$ cat src/rtl/fetch_queue_if.sv
// Handshake bundle for fetch_queue: instruction-memory port, redirect and consumer side.
// The fetch queue connects through the slave modport; the driving environment uses master.
interface fetch_queue_if #(
    parameter int unsigned DEPTH = 4
);
    localparam int unsigned CNT_W = $clog2(DEPTH) + 1;

    logic             imem_req;
    logic [31:0]      imem_addr;
    logic             imem_ack;
    logic [31:0]      imem_rdata;
    logic             redirect;
    logic [31:0]      redirect_pc;
    logic             deq;
    logic             valid;
    logic [31:0]      instr;
    logic [31:0]      pc;
    logic [CNT_W-1:0] count;

    modport slave (
        output imem_req, imem_addr, valid, instr, pc, count,
        input  imem_ack, imem_rdata, redirect, redirect_pc, deq
    );

    modport master (
        input  imem_req, imem_addr, valid, instr, pc, count,
        output imem_ack, imem_rdata, redirect, redirect_pc, deq
    );
endinterface

$ cat src/rtl/fetch_queue.sv
// Instruction prefetch queue: sequential fetch over req/ack into a {pc, instr} FIFO, flushed on redirect.
// Optional macro FQ_BYPASS_EN presents an acked word combinationally when the queue is empty.
module fetch_queue #(
    parameter int unsigned DEPTH    = 4,
    parameter logic [31:0] RESET_PC = 32'h0000_0000
) (
    input logic           clk,
    input logic           rst,
    fetch_queue_if.slave  fq
);
    localparam int unsigned PTR_W = $clog2(DEPTH);
    localparam int unsigned CNT_W = PTR_W + 1;
    localparam logic [31:0] NOP   = 32'h0000_0013;

    typedef enum logic [1:0] {IDLE, REQ, KILL} state_e;

    typedef struct packed {
        logic [31:0] pc;
        logic [31:0] instr;
    } entry_t;

    state_e           state_q, state_d;
    logic [31:0]      fetch_pc_q, fetch_pc_d;
    logic [31:0]      pend_pc_q, pend_pc_d;
    logic             imem_req_q, imem_req_d;
    logic [PTR_W-1:0] rd_ptr_q, rd_ptr_d;
    logic [PTR_W-1:0] wr_ptr_q, wr_ptr_d;
    logic [CNT_W-1:0] count_q, count_d;
    logic             valid_q, valid_d;
    entry_t           head_q, head_d;
    entry_t           mem_q [DEPTH];

    logic [31:0]      target_c;
    logic             push_c;
    logic             deq_c;
    logic             byp_take_c;
    logic             unused_pc_lsb;

    assign target_c      = {fq.redirect_pc[31:2], 2'b00};
    assign unused_pc_lsb = ^fq.redirect_pc[1:0];

`ifdef FQ_BYPASS_EN
    logic byp_c;
    assign byp_c      = (state_q == REQ) && fq.imem_ack && !fq.redirect && (count_q == '0);
    assign byp_take_c = byp_c && fq.deq;
`else
    assign byp_take_c = 1'b0;
`endif

    // Redirect outranks both push and dequeue; deq on an empty queue is dropped.
    assign push_c = (state_q == REQ) && fq.imem_ack && !fq.redirect && !byp_take_c;
    assign deq_c  = fq.deq && !fq.redirect && (count_q != '0);

    // FIFO occupancy, pointers and the registered head entry
    always_comb begin
        count_d  = count_q;
        rd_ptr_d = rd_ptr_q;
        wr_ptr_d = wr_ptr_q;
        if (fq.redirect) begin
            count_d  = '0;
            rd_ptr_d = '0;
            wr_ptr_d = '0;
        end else begin
            count_d  = CNT_W'(count_q + CNT_W'(push_c) - CNT_W'(deq_c));
            rd_ptr_d = PTR_W'(rd_ptr_q + PTR_W'(deq_c));
            wr_ptr_d = PTR_W'(wr_ptr_q + PTR_W'(push_c));
        end

        valid_d = (count_d != '0);
        head_d  = '{pc: 32'h0, instr: NOP};
        if (valid_d) begin
            // The incoming word lands directly at the new head when the queue drains to it.
            if (push_c && (wr_ptr_q == rd_ptr_d)) begin
                head_d = '{pc: fetch_pc_q, instr: fq.imem_rdata};
            end else begin
                head_d = mem_q[rd_ptr_d];
            end
        end
    end

    // Fetch control: one outstanding request at most, KILL waits out an orphaned request
    always_comb begin
        state_d    = state_q;
        fetch_pc_d = fetch_pc_q;
        pend_pc_d  = pend_pc_q;
        case (state_q)
            IDLE: begin
                if (fq.redirect) begin
                    fetch_pc_d = target_c;
                end else if (count_d < CNT_W'(DEPTH)) begin
                    state_d = REQ;
                end
            end
            REQ: begin
                if (fq.imem_ack) begin
                    if (fq.redirect) begin
                        fetch_pc_d = target_c;
                        state_d    = IDLE;
                    end else begin
                        fetch_pc_d = 32'(fetch_pc_q + 32'd4);
                        state_d    = (count_d < CNT_W'(DEPTH)) ? REQ : IDLE;
                    end
                end else if (fq.redirect) begin
                    pend_pc_d = target_c;
                    state_d   = KILL;
                end
            end
            KILL: begin
                if (fq.imem_ack) begin
                    fetch_pc_d = fq.redirect ? target_c : pend_pc_q;
                    state_d    = IDLE;
                end else if (fq.redirect) begin
                    pend_pc_d = target_c;
                end
            end
            default: state_d = IDLE;
        endcase
        imem_req_d = (state_d != IDLE);
    end

    always_ff @(posedge clk or negedge rst) begin
        if (!rst) begin
            state_q    <= IDLE;
            fetch_pc_q <= RESET_PC;
            pend_pc_q  <= RESET_PC;
            imem_req_q <= 1'b0;
            rd_ptr_q   <= '0;
            wr_ptr_q   <= '0;
            count_q    <= '0;
            valid_q    <= 1'b0;
            head_q     <= '{pc: 32'h0, instr: NOP};
        end else begin
            state_q    <= state_d;
            fetch_pc_q <= fetch_pc_d;
            pend_pc_q  <= pend_pc_d;
            imem_req_q <= imem_req_d;
            rd_ptr_q   <= rd_ptr_d;
            wr_ptr_q   <= wr_ptr_d;
            count_q    <= count_d;
            valid_q    <= valid_d;
            head_q     <= head_d;
        end
    end

    // Storage array needs no reset: occupancy gates every read.
    always_ff @(posedge clk) begin
        if (push_c) begin
            mem_q[wr_ptr_q] <= '{pc: fetch_pc_q, instr: fq.imem_rdata};
        end
    end

    always_ff @(posedge clk) begin
        if (rst) begin
            assert (!(push_c && (count_q == CNT_W'(DEPTH)) && !deq_c))
                else $error("fetch_queue: push into a full queue");
        end
    end

    assign fq.imem_req  = imem_req_q;
    assign fq.imem_addr = fetch_pc_q;
    assign fq.count     = count_q;

`ifdef FQ_BYPASS_EN
    assign fq.valid = byp_c | valid_q;
    assign fq.instr = byp_c ? fq.imem_rdata : head_q.instr;
    assign fq.pc    = byp_c ? fetch_pc_q    : head_q.pc;
`else
    assign fq.valid = valid_q;
    assign fq.instr = head_q.instr;
    assign fq.pc    = head_q.pc;
`endif

endmodule

$ cat src/flat_wrapper.sv
// flat-port wrapper written by rule: the top's interface ports become plain ports
module fetch_queue_flat 
#(
    parameter int unsigned DEPTH    = 4,
    parameter logic [31:0] RESET_PC = 32'h0000_0000
)
  (clk, rst, fq_imem_req, fq_imem_addr, fq_valid, fq_instr, fq_pc, fq_count, fq_imem_ack, fq_imem_rdata, fq_redirect, fq_redirect_pc, fq_deq);
  fetch_queue_if #(.DEPTH(DEPTH)) fq_i ();
  input logic clk;
  input logic rst;
  output wire logic [$bits(fq_i.imem_req)-1:0] fq_imem_req;
  output wire logic [$bits(fq_i.imem_addr)-1:0] fq_imem_addr;
  output wire logic [$bits(fq_i.valid)-1:0] fq_valid;
  output wire logic [$bits(fq_i.instr)-1:0] fq_instr;
  output wire logic [$bits(fq_i.pc)-1:0] fq_pc;
  output wire logic [$bits(fq_i.count)-1:0] fq_count;
  input wire logic [$bits(fq_i.imem_ack)-1:0] fq_imem_ack;
  input wire logic [$bits(fq_i.imem_rdata)-1:0] fq_imem_rdata;
  input wire logic [$bits(fq_i.redirect)-1:0] fq_redirect;
  input wire logic [$bits(fq_i.redirect_pc)-1:0] fq_redirect_pc;
  input wire logic [$bits(fq_i.deq)-1:0] fq_deq;
  assign fq_imem_req = fq_i.imem_req;
  assign fq_imem_addr = fq_i.imem_addr;
  assign fq_valid = fq_i.valid;
  assign fq_instr = fq_i.instr;
  assign fq_pc = fq_i.pc;
  assign fq_count = fq_i.count;
  assign fq_i.imem_ack = fq_imem_ack;
  assign fq_i.imem_rdata = fq_imem_rdata;
  assign fq_i.redirect = fq_redirect;
  assign fq_i.redirect_pc = fq_redirect_pc;
  assign fq_i.deq = fq_deq;
  fetch_queue #(.DEPTH(DEPTH), .RESET_PC(RESET_PC)) u_core (.clk(clk), .rst(rst), .fq(fq_i));
endmodule
$ cat config.mk
export PLATFORM = sky130hd
export DESIGN_NAME = fetch_queue_flat
export DESIGN_NICKNAME = d
export VERILOG_FILES = /design/src/rtl/fetch_queue_if.sv /design/src/rtl/fetch_queue.sv /design/src/flat_wrapper.sv
export SDC_FILE = /design/constraint.sdc
export NUM_CORES = 1
export LEC_CHECK = 0
export ABC_AREA = 1
export CORE_MARGIN = 5
export CORE_UTILIZATION = 35
export CTS_BUF_LIST = sky130_fd_sc_hd__clkbuf_8
export DETAILED_ROUTE_END_ITERATION = 6
export MAX_ROUTING_LAYER = met4
export SYNTH_ARGS = -nofsm -noshare
export SYNTH_HDL_FRONTEND = slang
export SYNTH_SLANG_ARGS = --single-unit
$ cat constraint.sdc
create_clock -name clk -period 6.26 [get_ports clk]
set_input_delay 1.252 -clock clk [delete_from_list [all_inputs] [get_ports clk]]
set_output_delay 1.252 -clock clk [all_outputs]
set_load 0.05 [all_outputs]
Word-level counts from Yosys, hierarchy flattened --
Memory sizes are Yosys's and may differ from the RTL's. Index checks and enable logic that the tools add are counted.
Cells by class: $add $sub $neg 5, $lt $le $gt $ge 1, equal/unequal tests 6, multiplexer cells 21, bitwise gates (word level) 1, reduce and logical (&&, ||, !) cells 14
Operators by type and width (count):
- $mux 32 | 5
- $mux 64 | 2
- $pmux 32 s3 | 1
- $add 32x3->32 const B | 1
- $mux 2 | 8
- $reduce_bool 3->1 | 3
- $ne 2x2->1 const B | 3
- $pmux 2 s3 | 1
- $logic_and 1x1->1 | 5
- $add 2x1->2 | 2
- $reduce_and 4->1 | 1
- $add 3x1->3 | 1
- $lt 3x3->1 const B | 1
- $mux 1 | 3
- $mux 3 | 1
- $sub 3x1->3 | 1
- $eq 2x1->1 const B | 1
- $eq 2x2->1 | 1
- $eq 2x2->1 const B | 1
- $logic_not 2->1 | 1
- $reduce_and 2->1 | 1
- $reduce_bool 2->1 | 1
- $reduce_or 2->1 | 1
- $logic_not 1->1 | 1
- $not 1->1 | 1
Storage, ports and cells: bits in registers 139, memory bits (writable) 256, input bits 69, output and inout port bits 101, logic and storage cells 59, memories 1
Memories:
- u_core.mem_q | words 4, bits a word 64, rd ports 1, clocked after Yosys merged registers in 0, wr ports 1, line fetch_queue.sv:31 | entry_t mem_q [DEPTH];

Depth between registers and ports, before layout --
word-level depth 12, depth in mapped cells 15, mapped depth without buffers 15

Worst setup path after synthesis --
No wires, ideal clock.
path kind input port to flip-flop, start in fq_redirect, end mem u_core.mem_q[2][0] (netlist name), enable pin, library setup time 0.565 ns, data arrival time 6.261 ns, data required time 5.695 ns, slack -0.566 ns, cell stages on the path 6, buffers on the path 1, cell sequence buf_6 -> inv_2 -> nand2_2 -> nor2_1 -> inv_1 -> nor3_1
Between the ends: longest elaborated chain between the ends 4
RTL lines:
- start, declared | line flat_wrapper.sv:19 | input wire logic [$bits(fq_i.redirect)-1:0] fq_redirect;
- $logic_not 1->1 | line fetch_queue.sv:51 | assign push_c = (state_q == REQ) && fq.imem_ack && !fq.redirect && !byp_take_c;
- $logic_and 1x1->1 | line fetch_queue.sv:51
- $mux 1 | line fetch_queue.sv:147 | if (push_c) begin
- $mux 1 (not written as such) | line fetch_queue.sv:148 | mem_q[wr_ptr_q] <= '{pc: fetch_pc_q, instr: fq.imem_rdata};
- end, declared | line fetch_queue.sv:31
No other way between the ends.

==> impl_metrics.env <==
export IMPL_outcome="completed"
export IMPL_path_delay_family="buffers and inverters"
export IMPL_area_growth_pct=20.1
export IMPL_dp_cells=2873
export IMPL_num_vias=15100
export IMPL_synth_top_flop_cell="edfxtp_1"
export IMPL_synth_nets=2174
export IMPL_syn_inst=2096
export IMPL_place_ws_ns=1.42
export IMPL_grt_pass1_wl_mm=85.9
export IMPL_synth_edf_count=256
export IMPL_track_usage_pct=19.0
export IMPL_power_density_nw_per_um2=461
export IMPL_hold_viol=0
export IMPL_fin_cells=3007
export IMPL_timing_final_crit_share_pct=67.1
export IMPL_die_h_um=242
export IMPL_avgRoutedWirePerCell_um=18.3
export IMPL_antenna_found_initial=1
export IMPL_hold_depth=2
export IMPL_endpoint_kind="flop"
export IMPL_r2r_cells=12
export IMPL_clk_latency_ns=0.64
export IMPL_rrSetupSlack_ns=2.62
export IMPL_initial_core_util_pct=35.1
export IMPL_final_antenna_net_count=0
export IMPL_cts_resized=0
export IMPL_synth_top_area_share_pct=40.9
export IMPL_ir_worst_vdd_uv=391
export IMPL_worst_endpoint_arrival_ns=4.70
export IMPL_numCtsBuffers=72
export IMPL_holdPathEnd="u_core.pend_pc_q[1]"
export IMPL_drc=0
export IMPL_hp_class="flop to flop"
export IMPL_cp_start_kind="primary input"
export IMPL_crit_chain="clkdlybuf4s50_1 -> inv_1 -> nor2_8 -> nand3_4 -> buf_4 -> nand4_1 -> nand3_2 -> inv_2 -> buf_4 -> nand3_1 -> nand2_1 -> nor2_1"
export IMPL_postCtsSetupBuffers=0
export IMPL_htreeDepth=3
export IMPL_synthArstFlopShare_pct=35.2
export IMPL_synth_avg_cell_area_sq_um=8.97
export IMPL_r2r_end="u_core.fq.pc[19]"
export IMPL_met2_usage_pct=31.0
export IMPL_hp_start="u_core.pend_pc_q[1]"
export IMPL_worst_slew_pin_slew_ns=1.04
export IMPL_cts_hold_buf=0
export IMPL_yosysUniqueCellTypes=35
export IMPL_worst_slack_ns=2.06
export IMPL_drive_above_1_share_pct=7.36
export IMPL_cap_violations=0
export IMPL_post_route_util_pct=42.2
export IMPL_worst_path_most_repeated_cell="buf_4"
export IMPL_crit_fanout=40
export IMPL_slew_headroom_pct=30.4
export IMPL_yosys_area_top_type="edfxtp_1"
export IMPL_crit_start="fq_deq"
export IMPL_firstDrtPassIters=5
export IMPL_synthTopCellsByArea="edfxtp_1 41%, dfrtp_1 18%, nand2_1 8.9%, inv_1 7.3%, nand3_1 5.8%"
export IMPL_grt_met1_usage_pct=23.8
export IMPL_fmax_mhz=238
export IMPL_r2r_start="u_core.state_q[1]"
export IMPL_ios=170
export IMPL_grt_busiest_layer="met2"
export IMPL_grt_max_degree=88
export IMPL_yosysSeqAreaShare_pct=59.4
export IMPL_row_count=85
export IMPL_use_met3_pct=3.91
export IMPL_ys_warn_count=0
export IMPL_core_sq_um=53500
export IMPL_routed_wl_mm=54.9
export IMPL_cts_tree="yes"
export IMPL_netlist_area_sq_um=18800
export IMPL_overflow=0
export IMPL_io_buffer_count=167
export IMPL_clk_pin_slew_ns=0.05
export IMPL_critPathMaxStageDelay_ns=0.65
export IMPL_critical_path_required_ns=6.76
export IMPL_layout_nets=2329
export IMPL_clock_sinks=395
export IMPL_period_needed_ns=4.20
export IMPL_finalClockSkew_ns=0.0324
export IMPL_via_per_inst=5.02
export IMPL_crit_buf_inv=5
export IMPL_clk_path_buf_depth=3
export IMPL_synth_seq_cells=395
export IMPL_grt_pass1_vias=15000
export IMPL_root_buffer="clkbuf_8"
export IMPL_setup_viol=0
export IMPL_n_antenna_cell=0
export IMPL_critPathKind="primary input to flop"
export IMPL_die_w_um=242
export IMPL_worst_path_max_delay_cell="inv_2"
export IMPL_finalWeightedCongestion=0.947
export IMPL_rsz0062_at_grt="false"
export IMPL_maxSlewViolCount=0
export IMPL_power_mw=10.4
export IMPL_drtIter0Drc=1081
export IMPL_p_leak_nw=9.99
export IMPL_dieArea_sq_um=58400
export IMPL_hpwl_mm=33.1
[registers in the layout (all words and copies together) (netlist names)]
register             count
u_core.fq.imem_req       1
u_core.fq.imem_addr     32
u_core.fq.pc            32
u_core.fq.valid          1
u_core.fq.count          3
u_core.pend_pc_q        32
u_core.mem_q           256
u_core.wr_ptr_q          2
u_core.state_q           2
u_core.fq.instr         32
u_core.rd_ptr_q          2
[cell usage after synthesis, types with 7 or more instances]
cell type and instances:
a21oi_1 23, o211ai_1 8, dfrtp_1 136, nand4_1 134, nand2_1 448, edfxtp_1 256, a31oi_1 7, buf_2 59
o21ai_0 88, clkbuf_1 45, nand3_1 217, buf_1 8, o21ai_1 13, nor2_1 214, buf_6 7, inv_1 364
ha_1 8, o22ai_1 16
[layout by cell type (no fill, tap or decap), drive strengths merged]
master	count
clkbuf	84
nand2	452
buf	37
dfstp	3
nand3	221
o22ai	16
clkinvlp	2
a31o	1
dfrtp	136
clkinv	19
o2111ai	4
a31oi	7
edfxtp	256
a21oi	23
o211ai	8
o21ai	101
nor2	218
xor2	3
clkdlybuf4s50	165
o221ai	2
nor3	6
nand4	134
fa	1
a211oi	6
and3	1
ha	8
inv	393
bufinv	4
[tightest hold or removal path, cell delays in order, from the launching register on]
cell and delay (ns):
dfrtp_1 0.34, nand2_1 0.06, inv_1 0.04
[cell type report]
type	count	area (sq um)
clock buffer	84	1160
clock inverter	50	335
fill	5092	30900
inverter	368	1380
multi-input combinational	1212	5700
sequential	395	11200
tap	696	871
timing repair buffer	202	1940
[worst max path at each step]
stage                     slack (ns)  cells after the start                  end
after floorplan                -0.57                      6   u_core.mem_q[2][0]
after global placement          1.49                     12   u_core.fq.instr[7]
after detailed placement        1.42                     12  u_core.fq.instr[23]
after CTS                       2.13                     12  u_core.fq.instr[28]
after global routing            1.86                     12  u_core.fq.instr[29]
final                           2.06                     12  u_core.fq.instr[28]
[cell families after synthesis]
family | synth area share [%]
and+or+nand+nor | 24.3
buffers and inverters | 10.5
DFF | 59.4
AOI/OAI and AO/OA | 4.95
adders and majority gates | 0.639
xor gates and xnor gates | 0.140
[metrics by stage]
step | hold slack [ns] | setup TNS (ns) | cell area, sq um
3_5_place_dp | 0.458 | 0 | 21100
6_report | 0.477 | 0 | 22600
4_1_cts | 0.451 | 0 | 22600
5_1_grt | 0.475 | 0 | 22600
2_1_floorplan | 0.437 | -144.86 | 18800
3_3_place_gp | 0.453 | 0 | 21100
[power breakdown]
| part | total [mW] | switching (mW) | internal [mW] |
|---|---|---|---|
| combinational | 4.10 | 2.89 | 1.21 |
| clock | 2.52 | 1.12 | 1.40 |
| sequential | 3.79 | 0.434 | 3.36 |
[metal layers]
| metal | vias up | routed length [um] |
|---|---|---|
| met2 | 490 | 26500 |
| li1 | 7199 | - |
| met1 | 7297 | 23800 |
| met5 | - | 0 |
| met4 | 0 | 1150 |
| met3 | 102 | 3500 |
(Power assumes the default switching activity.)
